==> src/rtl/imm_gen_stage_if.sv <==
// Handshake bundle for imm_gen_stage.
//   Input side : in_valid_i / in_ready_o carrying insn_i and pc_i.
//   Output side: out_valid_o / out_ready_i carrying the passed-through insn/pc
//                plus the decoded imm_o, target_o, fmt_o and illegal_o.
// modport slave is the stage itself; modport master is the decode/execute side.
interface imm_gen_stage_if #(parameter int DWIDTH = 32);
  logic              in_valid_i;
  logic              in_ready_o;
  logic [31:0]       insn_i;
  logic [DWIDTH-1:0] pc_i;
  logic              out_valid_o;
  logic              out_ready_i;
  logic [31:0]       insn_o;
  logic [DWIDTH-1:0] pc_o;
  logic [DWIDTH-1:0] imm_o;
  logic [DWIDTH-1:0] target_o;
  logic [2:0]        fmt_o;
  logic              illegal_o;

  modport slave (
    input  in_valid_i, insn_i, pc_i, out_ready_i,
    output in_ready_o, out_valid_o, insn_o, pc_o, imm_o, target_o, fmt_o, illegal_o
  );

  modport master (
    output in_valid_i, insn_i, pc_i, out_ready_i,
    input  in_ready_o, out_valid_o, insn_o, pc_o, imm_o, target_o, fmt_o, illegal_o
  );
endinterface

==> src/rtl/imm_gen_stage.sv <==
// imm_gen_stage: one-cycle immediate generator for the decode stage.
//   clk   : rising-edge clock
//   reset : asynchronous, active-high; empties both entries
//   bus   : imm_gen_stage_if.slave (valid/ready in, valid/ready out)
// The decoded entry is registered into a main slot that drives the outputs;
// a second skid slot absorbs one extra entry when the consumer stalls, so
// in_ready_o can be a plain flop (!skid valid) with no path from out_ready_i.
module imm_gen_stage #(
  parameter int DWIDTH = 32
) (
  input  logic           clk,
  input  logic           reset,
  imm_gen_stage_if.slave bus
);

  localparam logic [2:0] FMT_R = 3'd0, FMT_I = 3'd1, FMT_S = 3'd2, FMT_B = 3'd3,
                         FMT_U = 3'd4, FMT_J = 3'd5, FMT_Z = 3'd6;

  localparam logic [6:0] OP_LUI    = 7'b0110111, OP_AUIPC  = 7'b0010111,
                         OP_JAL    = 7'b1101111, OP_JALR   = 7'b1100111,
                         OP_LOAD   = 7'b0000011, OP_IMM    = 7'b0010011,
                         OP_MISC   = 7'b0001111, OP_STORE  = 7'b0100011,
                         OP_BRANCH = 7'b1100011, OP_OP     = 7'b0110011,
                         OP_IMM32  = 7'b0011011, OP_OP32   = 7'b0111011,
                         OP_SYSTEM = 7'b1110011;

  typedef struct packed {
    logic [31:0]       insn;
    logic [DWIDTH-1:0] pc;
    logic [DWIDTH-1:0] imm;
    logic [DWIDTH-1:0] target;
    logic [2:0]        fmt;
    logic              illegal;
  } entry_t;

  // ---------------- decode ----------------
  logic        [31:0]       insn;
  logic signed [31:0]       imm32;   // every RV immediate fits in 32 signed bits
  logic        [2:0]        fmt;
  logic                     ill;
  logic                     pcrel;
  logic        [DWIDTH-1:0] imm;
  entry_t                   dec;

  assign insn = bus.insn_i;

  always_comb begin
    imm32 = '0;
    fmt   = FMT_R;
    ill   = 1'b0;
    pcrel = 1'b0;
    case (insn[6:0])
      OP_LUI:    begin fmt = FMT_U; imm32 = {insn[31:12], 12'h000}; end
      OP_AUIPC:  begin fmt = FMT_U; imm32 = {insn[31:12], 12'h000}; pcrel = 1'b1; end
      OP_JAL: begin
        fmt   = FMT_J;
        imm32 = {{11{insn[31]}}, insn[31], insn[19:12], insn[20], insn[30:21], 1'b0};
        pcrel = 1'b1;
      end
      OP_JALR, OP_LOAD, OP_IMM, OP_MISC: begin
        fmt = FMT_I; imm32 = {{20{insn[31]}}, insn[31:20]};
      end
      OP_STORE: begin
        fmt = FMT_S; imm32 = {{20{insn[31]}}, insn[31:25], insn[11:7]};
      end
      OP_BRANCH: begin
        fmt   = FMT_B;
        imm32 = {{19{insn[31]}}, insn[31], insn[7], insn[30:25], insn[11:8], 1'b0};
        pcrel = 1'b1;
      end
      OP_OP:     fmt = FMT_R;
      OP_IMM32: begin
        if (DWIDTH == 64) begin fmt = FMT_I; imm32 = {{20{insn[31]}}, insn[31:20]}; end
        else ill = 1'b1;
      end
      OP_OP32:   ill = (DWIDTH != 64);
      OP_SYSTEM: begin
        // funct3[2] selects the CSR immediate forms (uimm in rs1 field)
        if (insn[14]) begin fmt = FMT_Z; imm32 = {27'b0, insn[19:15]}; end
        else begin fmt = FMT_I; imm32 = {{20{insn[31]}}, insn[31:20]}; end
      end
      default:   ill = 1'b1;
    endcase
    if (insn[1:0] != 2'b11) ill = 1'b1;
    if (ill) begin
      imm32 = '0;
      fmt   = FMT_R;
      pcrel = 1'b0;
    end
  end

  // signed size cast sign-extends to DWIDTH (identity when DWIDTH == 32)
  assign imm = DWIDTH'(imm32);

  always_comb begin
    dec.insn    = insn;
    dec.pc      = bus.pc_i;
    dec.imm     = imm;
    dec.target  = pcrel ? bus.pc_i + imm : '0;  // wraps modulo 2^DWIDTH
    dec.fmt     = fmt;
    dec.illegal = ill;
  end

  // ---------------- main + skid storage ----------------
  entry_t main_q, skid_q;
  logic   main_vld, skid_vld;
  logic   accept, main_free;

  assign accept    = bus.in_valid_i && !skid_vld;
  assign main_free = !main_vld || bus.out_ready_i;

  always_ff @(posedge clk or posedge reset) begin
    if (reset) begin
      main_q   <= '0;
      skid_q   <= '0;
      main_vld <= 1'b0;
      skid_vld <= 1'b0;
    end else if (main_free) begin
      // skid holds the older entry; when it is full no accept is possible
      if (skid_vld) begin
        main_q   <= skid_q;
        main_vld <= 1'b1;
        skid_vld <= 1'b0;
      end else if (accept) begin
        main_q   <= dec;
        main_vld <= 1'b1;
      end else begin
        main_vld <= 1'b0;
      end
    end else if (accept) begin
      skid_q   <= dec;
      skid_vld <= 1'b1;
    end
  end

  assign bus.in_ready_o  = !skid_vld;
  assign bus.out_valid_o = main_vld;
  assign bus.insn_o      = main_q.insn;
  assign bus.pc_o        = main_q.pc;
  assign bus.imm_o       = main_q.imm;
  assign bus.target_o    = main_q.target;
  assign bus.fmt_o       = main_q.fmt;
  assign bus.illegal_o   = main_q.illegal;

endmodule
==> src/flat_wrapper.sv <==
// flat-port wrapper written by rule: the top's interface ports become plain ports
module imm_gen_stage_flat 
#(
  parameter int DWIDTH = 32
)
  (clk, reset, bus_in_valid_i, bus_insn_i, bus_pc_i, bus_out_ready_i, bus_in_ready_o, bus_out_valid_o, bus_insn_o, bus_pc_o, bus_imm_o, bus_target_o, bus_fmt_o, bus_illegal_o);
  imm_gen_stage_if #(.DWIDTH(DWIDTH)) bus_i ();
  input  logic clk;
  input  logic reset;
  input wire logic [$bits(bus_i.in_valid_i)-1:0] bus_in_valid_i;
  input wire logic [$bits(bus_i.insn_i)-1:0] bus_insn_i;
  input wire logic [$bits(bus_i.pc_i)-1:0] bus_pc_i;
  input wire logic [$bits(bus_i.out_ready_i)-1:0] bus_out_ready_i;
  output wire logic [$bits(bus_i.in_ready_o)-1:0] bus_in_ready_o;
  output wire logic [$bits(bus_i.out_valid_o)-1:0] bus_out_valid_o;
  output wire logic [$bits(bus_i.insn_o)-1:0] bus_insn_o;
  output wire logic [$bits(bus_i.pc_o)-1:0] bus_pc_o;
  output wire logic [$bits(bus_i.imm_o)-1:0] bus_imm_o;
  output wire logic [$bits(bus_i.target_o)-1:0] bus_target_o;
  output wire logic [$bits(bus_i.fmt_o)-1:0] bus_fmt_o;
  output wire logic [$bits(bus_i.illegal_o)-1:0] bus_illegal_o;
  assign bus_i.in_valid_i = bus_in_valid_i;
  assign bus_i.insn_i = bus_insn_i;
  assign bus_i.pc_i = bus_pc_i;
  assign bus_i.out_ready_i = bus_out_ready_i;
  assign bus_in_ready_o = bus_i.in_ready_o;
  assign bus_out_valid_o = bus_i.out_valid_o;
  assign bus_insn_o = bus_i.insn_o;
  assign bus_pc_o = bus_i.pc_o;
  assign bus_imm_o = bus_i.imm_o;
  assign bus_target_o = bus_i.target_o;
  assign bus_fmt_o = bus_i.fmt_o;
  assign bus_illegal_o = bus_i.illegal_o;
  imm_gen_stage #(.DWIDTH(DWIDTH)) u_core (.clk(clk), .reset(reset), .bus(bus_i));
endmodule
==> config.mk <==
export PLATFORM = sky130hd
export DESIGN_NAME = imm_gen_stage_flat
export DESIGN_NICKNAME = d
export VERILOG_FILES = /design/src/rtl/imm_gen_stage_if.sv /design/src/rtl/imm_gen_stage.sv /design/src/flat_wrapper.sv
export SDC_FILE = /design/constraint.sdc
export NUM_CORES = 1
export LEC_CHECK = 0
export CAP_MARGIN = 20
export CORE_MARGIN = 2
export CORE_UTILIZATION = 55
export CTS_CLUSTER_SIZE = 28
export DETAILED_ROUTE_END_ITERATION = 6
export PLACE_DENSITY = 0.81
export SLEW_MARGIN = 40
export SYNTH_ARGS = -nofsm -noshare
export SYNTH_HDL_FRONTEND = slang
export SYNTH_SLANG_ARGS = --single-unit
==> constraint.sdc <==
create_clock -name clk -period 9.5 [get_ports clk]
set_clock_uncertainty 0.15 [all_clocks]
set_input_delay 1.425 -clock clk [delete_from_list [all_inputs] [get_ports clk]]
set_output_delay 1.425 -clock clk [all_outputs]
set_load 0.05 [all_outputs]
Word-level counts from Yosys, hierarchy flattened
Cells that the tools add are included.
- input bits: 68
- register bits after elaboration: 266
- word-level logic and storage cells: 57
- reductions and logical operators: 12
- add/sub/neg operators: 1
- bitwise operators: 1
- equal/unequal tests: 12
- multiplexer cells: 17
- operators with widths (kind ; count):
    132-bit 2-to-1 mux ; 2
    32-bit one-hot mux with 6 select lines ; 1
    32-bit 2-to-1 mux ; 3
    32-bit adder ; 1
    7-bit equality test (second input constant) ; 4
    7-bit by 6-bit equality test with 1-bit output (second input constant) ; 3
    3-bit one-hot mux with 6 select lines ; 1
    7-bit by 5-bit equality test with 1-bit output (second input constant) ; 2
    11-bit OR reduction ; 1
    1-bit 2-to-1 mux ; 8
    7-bit by 2-bit equality test with 1-bit output (second input constant) ; 1
    7-bit by 4-bit equality test with 1-bit output (second input constant) ; 1
    3-bit 2-to-1 mux ; 2
    2-bit AND reduction ; 2
    2-bit nonzero test ; 2
    4-bit OR reduction ; 1
    3-bit OR reduction ; 1
    1-bit logical NOT ; 2
    2-bit inequality test (second input constant) ; 1
    2-bit OR reduction ; 1
    1-bit logical AND ; 1
    1-bit logical OR ; 1
    1-bit inverter ; 1

Longest topological paths before layout
- depth after elaboration: 9
- gate-level depth with buffers: 18
- mapped depth without buffers: 15

Worst setup path before layout
OpenSTA, ideal clock, no wires.
- path type: input to register
- start point: input port bus_insn_i[6]
- end point: register u_core.skid_q[30] in the netlist's numbering
- stages on the path: 15
- setup time: 122 ps
- required time: 9228 ps
- setup slack: 4455 ps
- arrival: 4773 ps
- cells stage by stage: buf_2 and4b_1 o21ai_0 o21ai_0 a222oi_1 inv_1 ha_1 fa_1 a21o_1 a221oi_2 a211oi_2 o211ai_2 a2111oi_2 or3_1 a32o_1
- RTL lines (element ; RTL line ; RTL):
    start, declared ; flat_wrapper.sv:11 ; input wire logic [$bits(bus_i.insn_i)-1:0] bus_insn_i;
    end signal, assigned ; imm_gen_stage.sv:115 ; skid_q <= '0;
    end signal, assigned ; imm_gen_stage.sv:131 ; skid_q <= dec;
    end, declared ; imm_gen_stage.sv:105 ; entry_t main_q, skid_q;

==> qor.txt <==
PnR worst setup slack - 3.85 ns
asr flop ratio synth - 100%
reg2reg start - u_core.skid_vld$_DFFE_PP0P_
Cells after Synth - 1,522
Post-CTS Setup Inserts - 0
# Max-Cap Violations - 0
Register Area - 0.00666 mm^2
# hold bufs at CTS - 0
Initial Utilization - 55.6%
sequential element share of the synthesized area - 49.7%
total gr overflow - 0
pre-CTS setup slack - 3.37 ns
flops & latches, synth - 266
Inserted Diodes - 0
clk sinks - 266
clk buf depth - 3
Netlist cell types - 72
Hold EP - u_core.skid_q[109]$_DFFE_PP0P_
Top FF cell, synth - dfrtp_1
area of the die - 0.0256 mm^2
outcome - completed
via count - 11,631
hold path depth - 2
max-slew violation count - 0
Die Height - 160 um
routability congestion estimate - 0.892
Routed Antenna Nets - 0
Fill cells - 1,941
Crit path required time - 9.79 ns
I/O pin count - 202
Post-CTS Resized - 0
share of cells above drive strength 1 - 4.85%
CP max FO - 13
RSZ-0062 raised after global routing - false
vias in the first global route - 11,326
FF-to-FF setup slack - 6.39 ns
Multi-input gate area - 0.00619 mm^2
leakage - 7.79 nW
GRT Total Usage - 30.0%
Port Buffer Count - 201
Pwr Total - 3.36 mW
critical path class - in2reg
ranking of synthesized cells by area - dfrtp_1, nand2_1, o21ai_0
Final Hold Viols - 0
Die Wd - 160 um
hold crit path type - reg2reg
Slew @ Worst Pin - 0.824 ns
f_max - 177 MHz
WL per Instance - 19.0 um
Syn Nets - 1,622
critical path arrival - 5.94 ns
Slew Limit Headroom - 44.9%
yosys warns - 0
Routed WL - 38.2 mm
TNS Setup - 0 ns
core area - 0.0241 mm^2
Area Growth Syn to Fin - 23.6%
Post-Synthesis Cell Area - 0.0134 mm^2
r2r worst-path depth - 5
worst hold start - u_core.skid_q[109]$_DFFE_PP0P_
# nets final - 1,770
first-pass GRT wire length - 61.4 mm
top-area cell type share of the netlist area - 49.7%
HPWL after DPL - 26.6 mm
# setup viols final - 0
# rows - 57
Final Instance Area - 0.0166 mm^2
startpoint types - primary input
final period utilization - 59.5%
via/cell ratio - 5.78
placed inst area - 0.0155 mm^2
Tmin final - 5.65 ns
initial antenna violation count - 0
largest net degree at the start of global routing - 109
Clock transition at path regs - 0.06 ns
Clock Latency Late Sink - 0.55 ns
Worst IR Drop VDD - 0.176 mV
pwr/cell area - 203 mW/mm^2
clock root buffer - clkbuf_16
leading area contributor after synthesis - dfrtp_1
DR DRC count - 0
TritonCTS buffer count - 28
drt pass-1 iters - 6
initial drt markers - 995
r2r endpoint - u_core.skid_q[29]$_DFFE_PP0P_
CP Capture Type - register
Syn Area/Cell - 8.81 um^2
TritonCTS clock tree - yes
H-tree Lvls - 1
number of flops mapped to enable cells by yosys - 0
==> where the power goes <==
part           internal (mW)  switching [mW]  total (mW)  leakage (nW)
registers               1.27          0.0872        1.36          3.48
logic                  0.254           0.533       0.787          3.82
clock network          0.749           0.463        1.21         0.491
total                   2.27            1.08        3.36          7.79
==> area by class of cell <==
class	instances	share of cell area, %
Multi-Input combinational cell	1127	37.4
Sequential cell	266	40.2
Timing Repair Buffer	217	13.1
Clock inverter	15	1.68
Inverter	30	0.725
Clock buffer	34	4.49
Tap cell	324	2.45
==> how the worst max path moves through the flow <==
stage	startpoint	to	depth (start not counted)
5_1_grt	bus_insn_i[4]	u_core.skid_q[30]$_DFFE_PP0P_	15
3_3_place_gp	bus_insn_i[4]	u_core.skid_q[30]$_DFFE_PP0P_	15
4_1_cts	bus_insn_i[4]	u_core.skid_q[30]$_DFFE_PP0P_	15
2_1_floorplan	reset	u_core.bus.fmt_o[0]$_DFFE_PP0P_	1
6_report	bus_insn_i[4]	u_core.skid_q[30]$_DFFE_PP0P_	15
3_5_place_dp	bus_insn_i[4]	u_core.skid_q[30]$_DFFE_PP0P_	15
==> registers in the layout, summed over array words and instances, names as in the netlist <==
name,cells
u_core.bus.illegal_o,1
u_core.bus.imm_o,32
u_core.bus.pc_o,32
u_core.bus.target_o,32
u_core.bus.insn_o,32
u_core.bus.out_valid_o,1
u_core.skid_vld,1
u_core.skid_q,132
u_core.bus.fmt_o,3
==> per-layer routing <==
metal / vias up / global-route usage, % / wire, um
li1: 5467 / - / -
met1: 5673 / 42.3 / 16700
met2: 424 / 47.3 / 17600
met3: 67 / 5.79 / 2860
met4: 0 / 9.34 / 1050
met5: - / 0 / 0
==> metrics by stage <==
| stage | hold WS, ns | utilization, % | instances |
|---|---|---|---|
| after floorplan | 0.289 | - | 1522 |
| after global placement | 0.303 | 64.3 | 1963 |
| after detailed placement | 0.313 | 64.4 | 1964 |
| after CTS | 0.328 | 68.7 | 2013 |
| after global routing | 0.341 | 68.7 | 2013 |
| final | 0.325 | 68.7 | 2013 |
==> cell families (layout without fill, tap and decap cells) <==
group | after synthesis | in the layout | share of synthesized area, %
simple gates | 590 | 590 | 18.1
compound gates | 405 | 405 | 17.7
flops | 266 | 266 | 49.7
buf+inv | 129 | 296 | 4.27
mux | 78 | 78 | 5.82
fa+ha+maj | 32 | 32 | 3.04
xor+xnor | 22 | 22 | 1.44
==> worst max-delay path: stages <==
cell and delay, ns:
clkdlybuf4s50_1 0.61, and4b_1 0.31, o21ai_0 0.19, o21ai_0 0.23, a222oi_1 0.60, inv_1 0.09, ha_1 0.23, fa_1 0.40
a21o_1 0.20, a221oi_2 0.43, a211oi_2 0.21, o211ai_2 0.29, a2111oi_2 0.12, or3_1 0.35, a32o_1 0.25
==> cells in the mapped netlist (3+ instances only) <==
cell type / instances
nand2_1: 434
dfrtp_1: 266
o21ai_0: 193
a21oi_1: 97
mux2i_1: 78
clkbuf_1: 76
nor2_1: 71
ha_1: 31
a21o_1: 29
inv_1: 29
xnor2_1: 17
nand3_1: 16
o21ai_1: 15
o31ai_1: 11
nand4_1: 10
o21a_1: 10
or3_1: 10
and3_1: 9
nor3_1: 8
buf_1: 7
nor2b_1: 6
a222oi_1: 5
buf_2: 5
o211ai_1: 5
xor2_1: 5
a211oi_1: 4
a31oi_1: 4
and2_1: 4
buf_6: 4
clkbuf_8: 4
nand2b_1: 4
buf_4: 3
nor4_1: 3
o21bai_1: 3
==> cells in the final DEF, fill, tap and decap left out, types with 3 or more instances in the layout <==
master | synthesis | routed
a211oi_1 | 4 | 4
nand4_1 | 10 | 10
a31oi_1 | 4 | 4
clkbuf_1 | 76 | 4
and2_1 | 4 | 4
nand2b_1 | 4 | 4
nor2b_1 | 6 | 6
dfrtp_1 | 266 | 265
a21oi_1 | 97 | 97
o21ai_0 | 193 | 193
nor4_1 | 3 | 3
o21a_1 | 10 | 10
clkbuf_16 | 0 | 28
clkdlybuf4s50_1 | 0 | 201
inv_1 | 29 | 28
nor3_1 | 8 | 8
o211ai_1 | 5 | 5
xor2_1 | 5 | 5
xnor2_1 | 17 | 17
o21bai_1 | 3 | 3
nand2_1 | 434 | 434
mux2i_1 | 78 | 78
nand3_1 | 16 | 16
or3_1 | 10 | 10
ha_1 | 31 | 31
clkbuf_8 | 4 | 4
buf_6 | 4 | 4
buf_4 | 3 | 9
and3_1 | 9 | 9
o21ai_1 | 15 | 14
o31ai_1 | 11 | 11
nor2_1 | 71 | 71
a21o_1 | 29 | 29
bufinv_16 | 0 | 7
a222oi_1 | 5 | 5
Power figures use the tool's default switching activity.
==> RTL change 1, RTL diff (config.mk and constraints unchanged) <==
`DWIDTH` is set to 32 in 3 places; all go to 64. Comments in the files are not updated.
--- a/src/rtl/imm_gen_stage_if.sv
+++ b/src/rtl/imm_gen_stage_if.sv
@@ -5,3 +5,3 @@
 // modport slave is the stage itself; modport master is the decode/execute side.
-interface imm_gen_stage_if #(parameter int DWIDTH = 32);
+interface imm_gen_stage_if #(parameter int DWIDTH = 64);
   logic              in_valid_i;
--- a/src/rtl/imm_gen_stage.sv
+++ b/src/rtl/imm_gen_stage.sv
@@ -8,3 +8,3 @@
 module imm_gen_stage #(
-  parameter int DWIDTH = 32
+  parameter int DWIDTH = 64
 ) (
--- a/src/flat_wrapper.sv
+++ b/src/flat_wrapper.sv
@@ -3,3 +3,3 @@
 #(
-  parameter int DWIDTH = 32
+  parameter int DWIDTH = 64
 )
Ports: changed (resized bus_imm_o, bus_pc_i, bus_pc_o and bus_target_o); port bits go from 202 to 330. No check against the original RTL was run, so the function may have changed too.
==> RTL change 1 against the unedited design <==
Power increased by 48%; final area increased by 55%; synthesized area up 56%; count of clock-buffer cells in the layout grew 22; worst setup slack got worse by 1300 ps; cell count increased by 58%; first-iteration DRC count rose by 39%; sequential cell count is 128 higher; synthesized cell count increased by 60%; global-route usage rose by 3.1 points; critical endpoint is now u_core.bus.target_o[40]$_DFFE_PP0P_; routed wire length is 71% higher.
==> RTL change 1: results (changes against the unedited design) <==
- The final HPWL from detailed placement is 47000 µm (was 26600 µm).
- The fraction of the yosys area taken by sequential cells is 47.1% (was 49.7%).
- The fraction of final layout cells sized beyond drive strength 1 is 4.72% (was 4.85%).
- The met1 track demand over resource in global routing is 47.5% (was 42.3%).
- The count of fill cells added during filler insertion was 2960 (was 1941).
- The endpoint of the worst-slack reg-to-reg timing path is u_core.skid_q[77]$_DFFE_PP0P_ (was u_core.skid_q[29]$_DFFE_PP0P_).
- The maximum vdd drop was 0.000203 V (was 0.000176 V).
- The ratio of routed vias to standard cells came to 5.87 (was 5.78).
- Cell types with the largest area share after synthesis: sky130_fd_sc_hd__dfrtp_1, sky130_fd_sc_hd__nand2_1, sky130_fd_sc_hd__o21ai_0 (unchanged).
- The number of instances in the placed design is 3103 (was 1964).
- The average instance area after synthesis is 8.62 µm² (was 8.81 µm²).
- Status: completed (unchanged).
- The data arrival time of the critical path is 7260 ps (was 5940 ps).
- The net count of the finished layout is 2801 (was 1770).
- The number of standard cells in the final layout excluding fillers is 3180 (was 2013).
- The register-to-register setup slack was 6600 ps (was 6390 ps).
- The cell with the largest stage delay on the worst path is sky130_fd_sc_hd__nor3_1 (was sky130_fd_sc_hd__clkdlybuf4s50_1).
- The top achievable clock speed is 144 MHz (was 177 MHz).
- The clock latency at the later pin of the worst-skew pair was 570 ps (was 550 ps).
- The category of cells accounting for the largest share of critical-path delay is simple AND/OR/NAND/NOR gates (was compound AO/OA/AOI/OAI gates).
- The largest net degree at the start of global routing is 238 (was 109).
- The hold path startpoint is u_core.skid_q[64]$_DFFE_PP0P_ (was u_core.skid_q[109]$_DFFE_PP0P_).
- The distinct cell type count after synthesis is 81 (was 72).
- The first-pass GRT wire length is 102000 µm (was 61400 µm).
- Synth top cells by count: sky130_fd_sc_hd__nand2_1, sky130_fd_sc_hd__dfrtp_1, sky130_fd_sc_hd__o21ai_0, sky130_fd_sc_hd__a21oi_1, sky130_fd_sc_hd__clkbuf_1 (was sky130_fd_sc_hd__nand2_1, sky130_fd_sc_hd__dfrtp_1, sky130_fd_sc_hd__o21ai_0, sky130_fd_sc_hd__a21oi_1, sky130_fd_sc_hd__mux2i_1).
- The number of nets produced by synthesis is 2593 (was 1622).
- The routed length per instance was 20.6 µm (was 19.0 µm).
- The via count of the first global-routing pass is 18.2k (was 11.3k).
- The largest incremental delay on the critical path is 650 ps (was 610 ps).
- The post-place setup slack is 2040 ps (was 3370 ps).
- The design internal power was 0.00323 W (was 0.00227 W).
==> RTL change 1: cell type report <==
cell class / count / area [µm²] / share of cell area (%)
Multi-Input combinational cell: 1798 / 10100 / 39.2
Timing Repair Buffer: 351 / 3570 / 13.9
Sequential cell: 394 / 9860 / 38.4
Clock inverter: 20 / 164 / 0.638
Clock buffer: 56 / 1170 / 4.57
Inverter: 50 / 191 / 0.745
Tap cell: 511 / 639 / 2.49
==> RTL change 1: kinds of logic after synthesis <==
family,share of synthesized area (%)
adder cells (fa/ha/maj),3.86
flip-flops,47.1
AO/OA/AOI/OAI,18.4
XOR/XNOR,2.46
AND/OR/NAND/NOR,18.0
buffers and inverters,5.10
multiplexers,5.08
==> RTL change 1: tightest hold or removal path: cells and delay by family, from the launching register on <==
family	cells	cell delay [ps]
flops	1	340
compound gates	1	50
simple gates	1	50
==> RTL change 1: power groups by stage <==
stage	clock [W]	combinational (W)	sequential, W
floorplan	0	0.000523	0.00240
global placement	0	0.00133	0.00204
detailed placement	0	0.00136	0.00204
CTS	0.00162	0.00136	0.00201
global route	0.00168	0.00146	0.00204
finish	0.00160	0.00137	0.00202
==> RTL change 1: per-stage QoR <==
stage                     hold slack [ps]  util, %
final                                 318     68.3
after global routing                  337     68.3
after CTS                             322     68.2
after detailed placement              308     64.7
after global placement                301     64.4
after floorplan                       290        -
==> RTL change 1: routing by layer <==
metal / wire, µm / vias to the layer above
li1: - / 8706
met4: 2050 / 0
met3: 5210 / 128
met5: 0 / -
met2: 29300 / 744
met1: 28800 / 9079
==> RTL change 1: how the worst min path moves through the flow <==
stage / endpoint / slack [ps]
after detailed placement: u_core.skid_q[64]$_DFFE_PP0P_ / 310
after global routing: u_core.skid_q[157]$_DFFE_PP0P_ / 340
after CTS: u_core.skid_q[64]$_DFFE_PP0P_ / 320
after global placement: u_core.skid_q[64]$_DFFE_PP0P_ / 300
final: u_core.skid_q[64]$_DFFE_PP0P_ / 320
after floorplan: u_core.skid_q[55]$_DFFE_PP0P_ / 290
==> RTL change 2, RTL diff (same flow settings) <==
Without the edit above. Make the reset (`reset`) synchronous in one clocked block. Comments in the files are not updated.
--- a/src/rtl/imm_gen_stage.sv
+++ b/src/rtl/imm_gen_stage.sv
@@ -111,3 +111,3 @@
 
-  always_ff @(posedge clk or posedge reset) begin
+  always_ff @(posedge clk) begin
     if (reset) begin
Behaviour: not the same (Yosys sat finds a counterexample within 4 cycles, from zero or initial values and one cycle with reset high; the reset may be asserted at any time).
==> RTL change 2 against the unedited design <==
Power shrank 18%; synthesized area decreased by 5.1%; worst setup slack improved by 28 ps; die area down 5.0%; combinational power is 41% lower; worst hold slack lost 27 ps; critical path type unchanged; cell count barely moved; routed wire length down 4.9%; critical path depth is the same; via count grew 2.3%; sequential cell count stayed put; final area decreased by 5.4%.
==> RTL change 2: results (changes against the unedited design) <==
- The synthesized-area fraction occupied by adder cells is 3.21% (was 3.04%).
- The share of flip-flops with an asynchronous set or reset is 0% (was 100%).
- The via count of the first global-routing pass is 11.0k (was 11.3k).
- The largest net degree at the start of global routing came to 186 (was 109).
- The first-pass GRT wire length is 57700 µm (was 61400 µm).
- Cell types with the largest area share after synthesis: sky130_fd_sc_hd__dfxtp_1, sky130_fd_sc_hd__nand2_1, sky130_fd_sc_hd__a21oi_1 (was sky130_fd_sc_hd__dfrtp_1, sky130_fd_sc_hd__nand2_1, sky130_fd_sc_hd__o21ai_0).
- The endpoint of the worst-slack reg-to-reg timing path is u_core.bus.target_o[4]$_SDFFE_PP0P_ (was u_core.skid_q[29]$_DFFE_PP0P_).
- Synth top cells by count: sky130_fd_sc_hd__dfxtp_1, sky130_fd_sc_hd__nand2_1, sky130_fd_sc_hd__a21oi_1, sky130_fd_sc_hd__nor2_1, sky130_fd_sc_hd__clkbuf_1 (was sky130_fd_sc_hd__nand2_1, sky130_fd_sc_hd__dfrtp_1, sky130_fd_sc_hd__o21ai_0, sky130_fd_sc_hd__a21oi_1, sky130_fd_sc_hd__mux2i_1).
- Status: completed (unchanged).
- The last weighted congestion value of the routability-driven placer is 0.906 (was 0.892).
- The fraction of the yosys area taken by sequential cells was 41.9% (was 49.7%).
- The hold path startpoint is u_core.skid_q[65]$_SDFFE_PP0P_ (was u_core.skid_q[109]$_DFFE_PP0P_).
- The number of nets produced by synthesis came to 1692 (was 1622).
- The number of CTS-inserted buffers was 27 (was 28).
- The register-to-register setup slack came to 6230 ps (was 6390 ps).
- The largest incremental delay on the critical path is 720 ps (was 610 ps).
- The share of synthesized area spent on multiplexers was 6.14% (was 5.82%).
- The placed instance area is 14800 µm² (was 15500 µm²).
- The distinct cell type count after synthesis came to 71 (was 72).
- The category of cells accounting for the largest share of critical-path delay is simple AND/OR/NAND/NOR gates (was compound AO/OA/AOI/OAI gates).
- The leakage component of the power was 5.72 nW (was 7.79 nW).
- The fraction of final layout cells sized beyond drive strength 1 came to 5.15% (was 4.85%).
- The pin slew with the least headroom to its limit is 912 ps (was 824 ps).
- The maximum vdd drop is 0.000116 V (was 0.000176 V).
- The origin of the critical flop-to-flop path is u_core.skid_vld$_SDFFE_PP0P_ (was u_core.skid_vld$_DFFE_PP0P_).
- The terminating pin of the worst hold path is u_core.skid_q[65]$_SDFFE_PP0P_ (was u_core.skid_q[109]$_DFFE_PP0P_).
- The first-pass iteration count of the detailed router is 5 (was 6).
- The startpoint of the most critical setup path is bus_insn_i[3] (was bus_insn_i[4]).
==> RTL change 2: worst register-to-register path, cell delays in order, from the launching register on <==
cell,delay [ps]
sky130_fd_sc_hd__dfxtp_4,800
sky130_fd_sc_hd__nor2_1,240
sky130_fd_sc_hd__nor2_4,590
sky130_fd_sc_hd__buf_12,580
sky130_fd_sc_hd__o211ai_1,490
sky130_fd_sc_hd__o21ai_0,190
sky130_fd_sc_hd__nor2_1,80
==> RTL change 2: worst max path at each step <==
| stage | to | slack [ps] |
|---|---|---|
| floorplan | u_core.bus.target_o[28]$_SDFFE_PP0P_ | 4300 |
| global placement | u_core.bus.target_o[28]$_SDFFE_PP0P_ | 3480 |
| detailed placement | u_core.bus.target_o[28]$_SDFFE_PP0P_ | 3420 |
| CTS | u_core.bus.target_o[28]$_SDFFE_PP0P_ | 3950 |
| global route | u_core.bus.target_o[28]$_SDFFE_PP0P_ | 3580 |
| finish | u_core.bus.target_o[28]$_SDFFE_PP0P_ | 3870 |
==> RTL change 2: metrics by stage <==
| step | cells | setup slack [ps] |
|---|---|---|
| finish | 2012 | 3870 |
| floorplan | 1592 | 4300 |
| global route | 2012 | 3580 |
| CTS | 2012 | 3950 |
| detailed placement | 1964 | 3420 |
| global placement | 1964 | 3480 |
==> RTL change 2: per-layer routing <==
metal	vias up	GRT usage (%)	share of wire, %
met5	-	0	0
met4	0	9.48	3.3
met3	70	3.64	6.9
met2	423	47.3	47
met1	5573	40.0	43
li1	5831	-	-
==> RTL change 2: power breakdown <==
part           internal (W)  switching (W)
combinational      0.000155       0.000308
clock              0.000649       0.000442
sequential          0.00116      0.0000270
==> RTL change 2: area by class of cell <==
class	count	area (µm²)
clock buffer	38	777
clock inverter	10	135
fill	1837	6970
inverter	38	143
multi-input combinational	1163	6810
sequential	266	5330
tap	285	357
timing repair buffer	212	2120
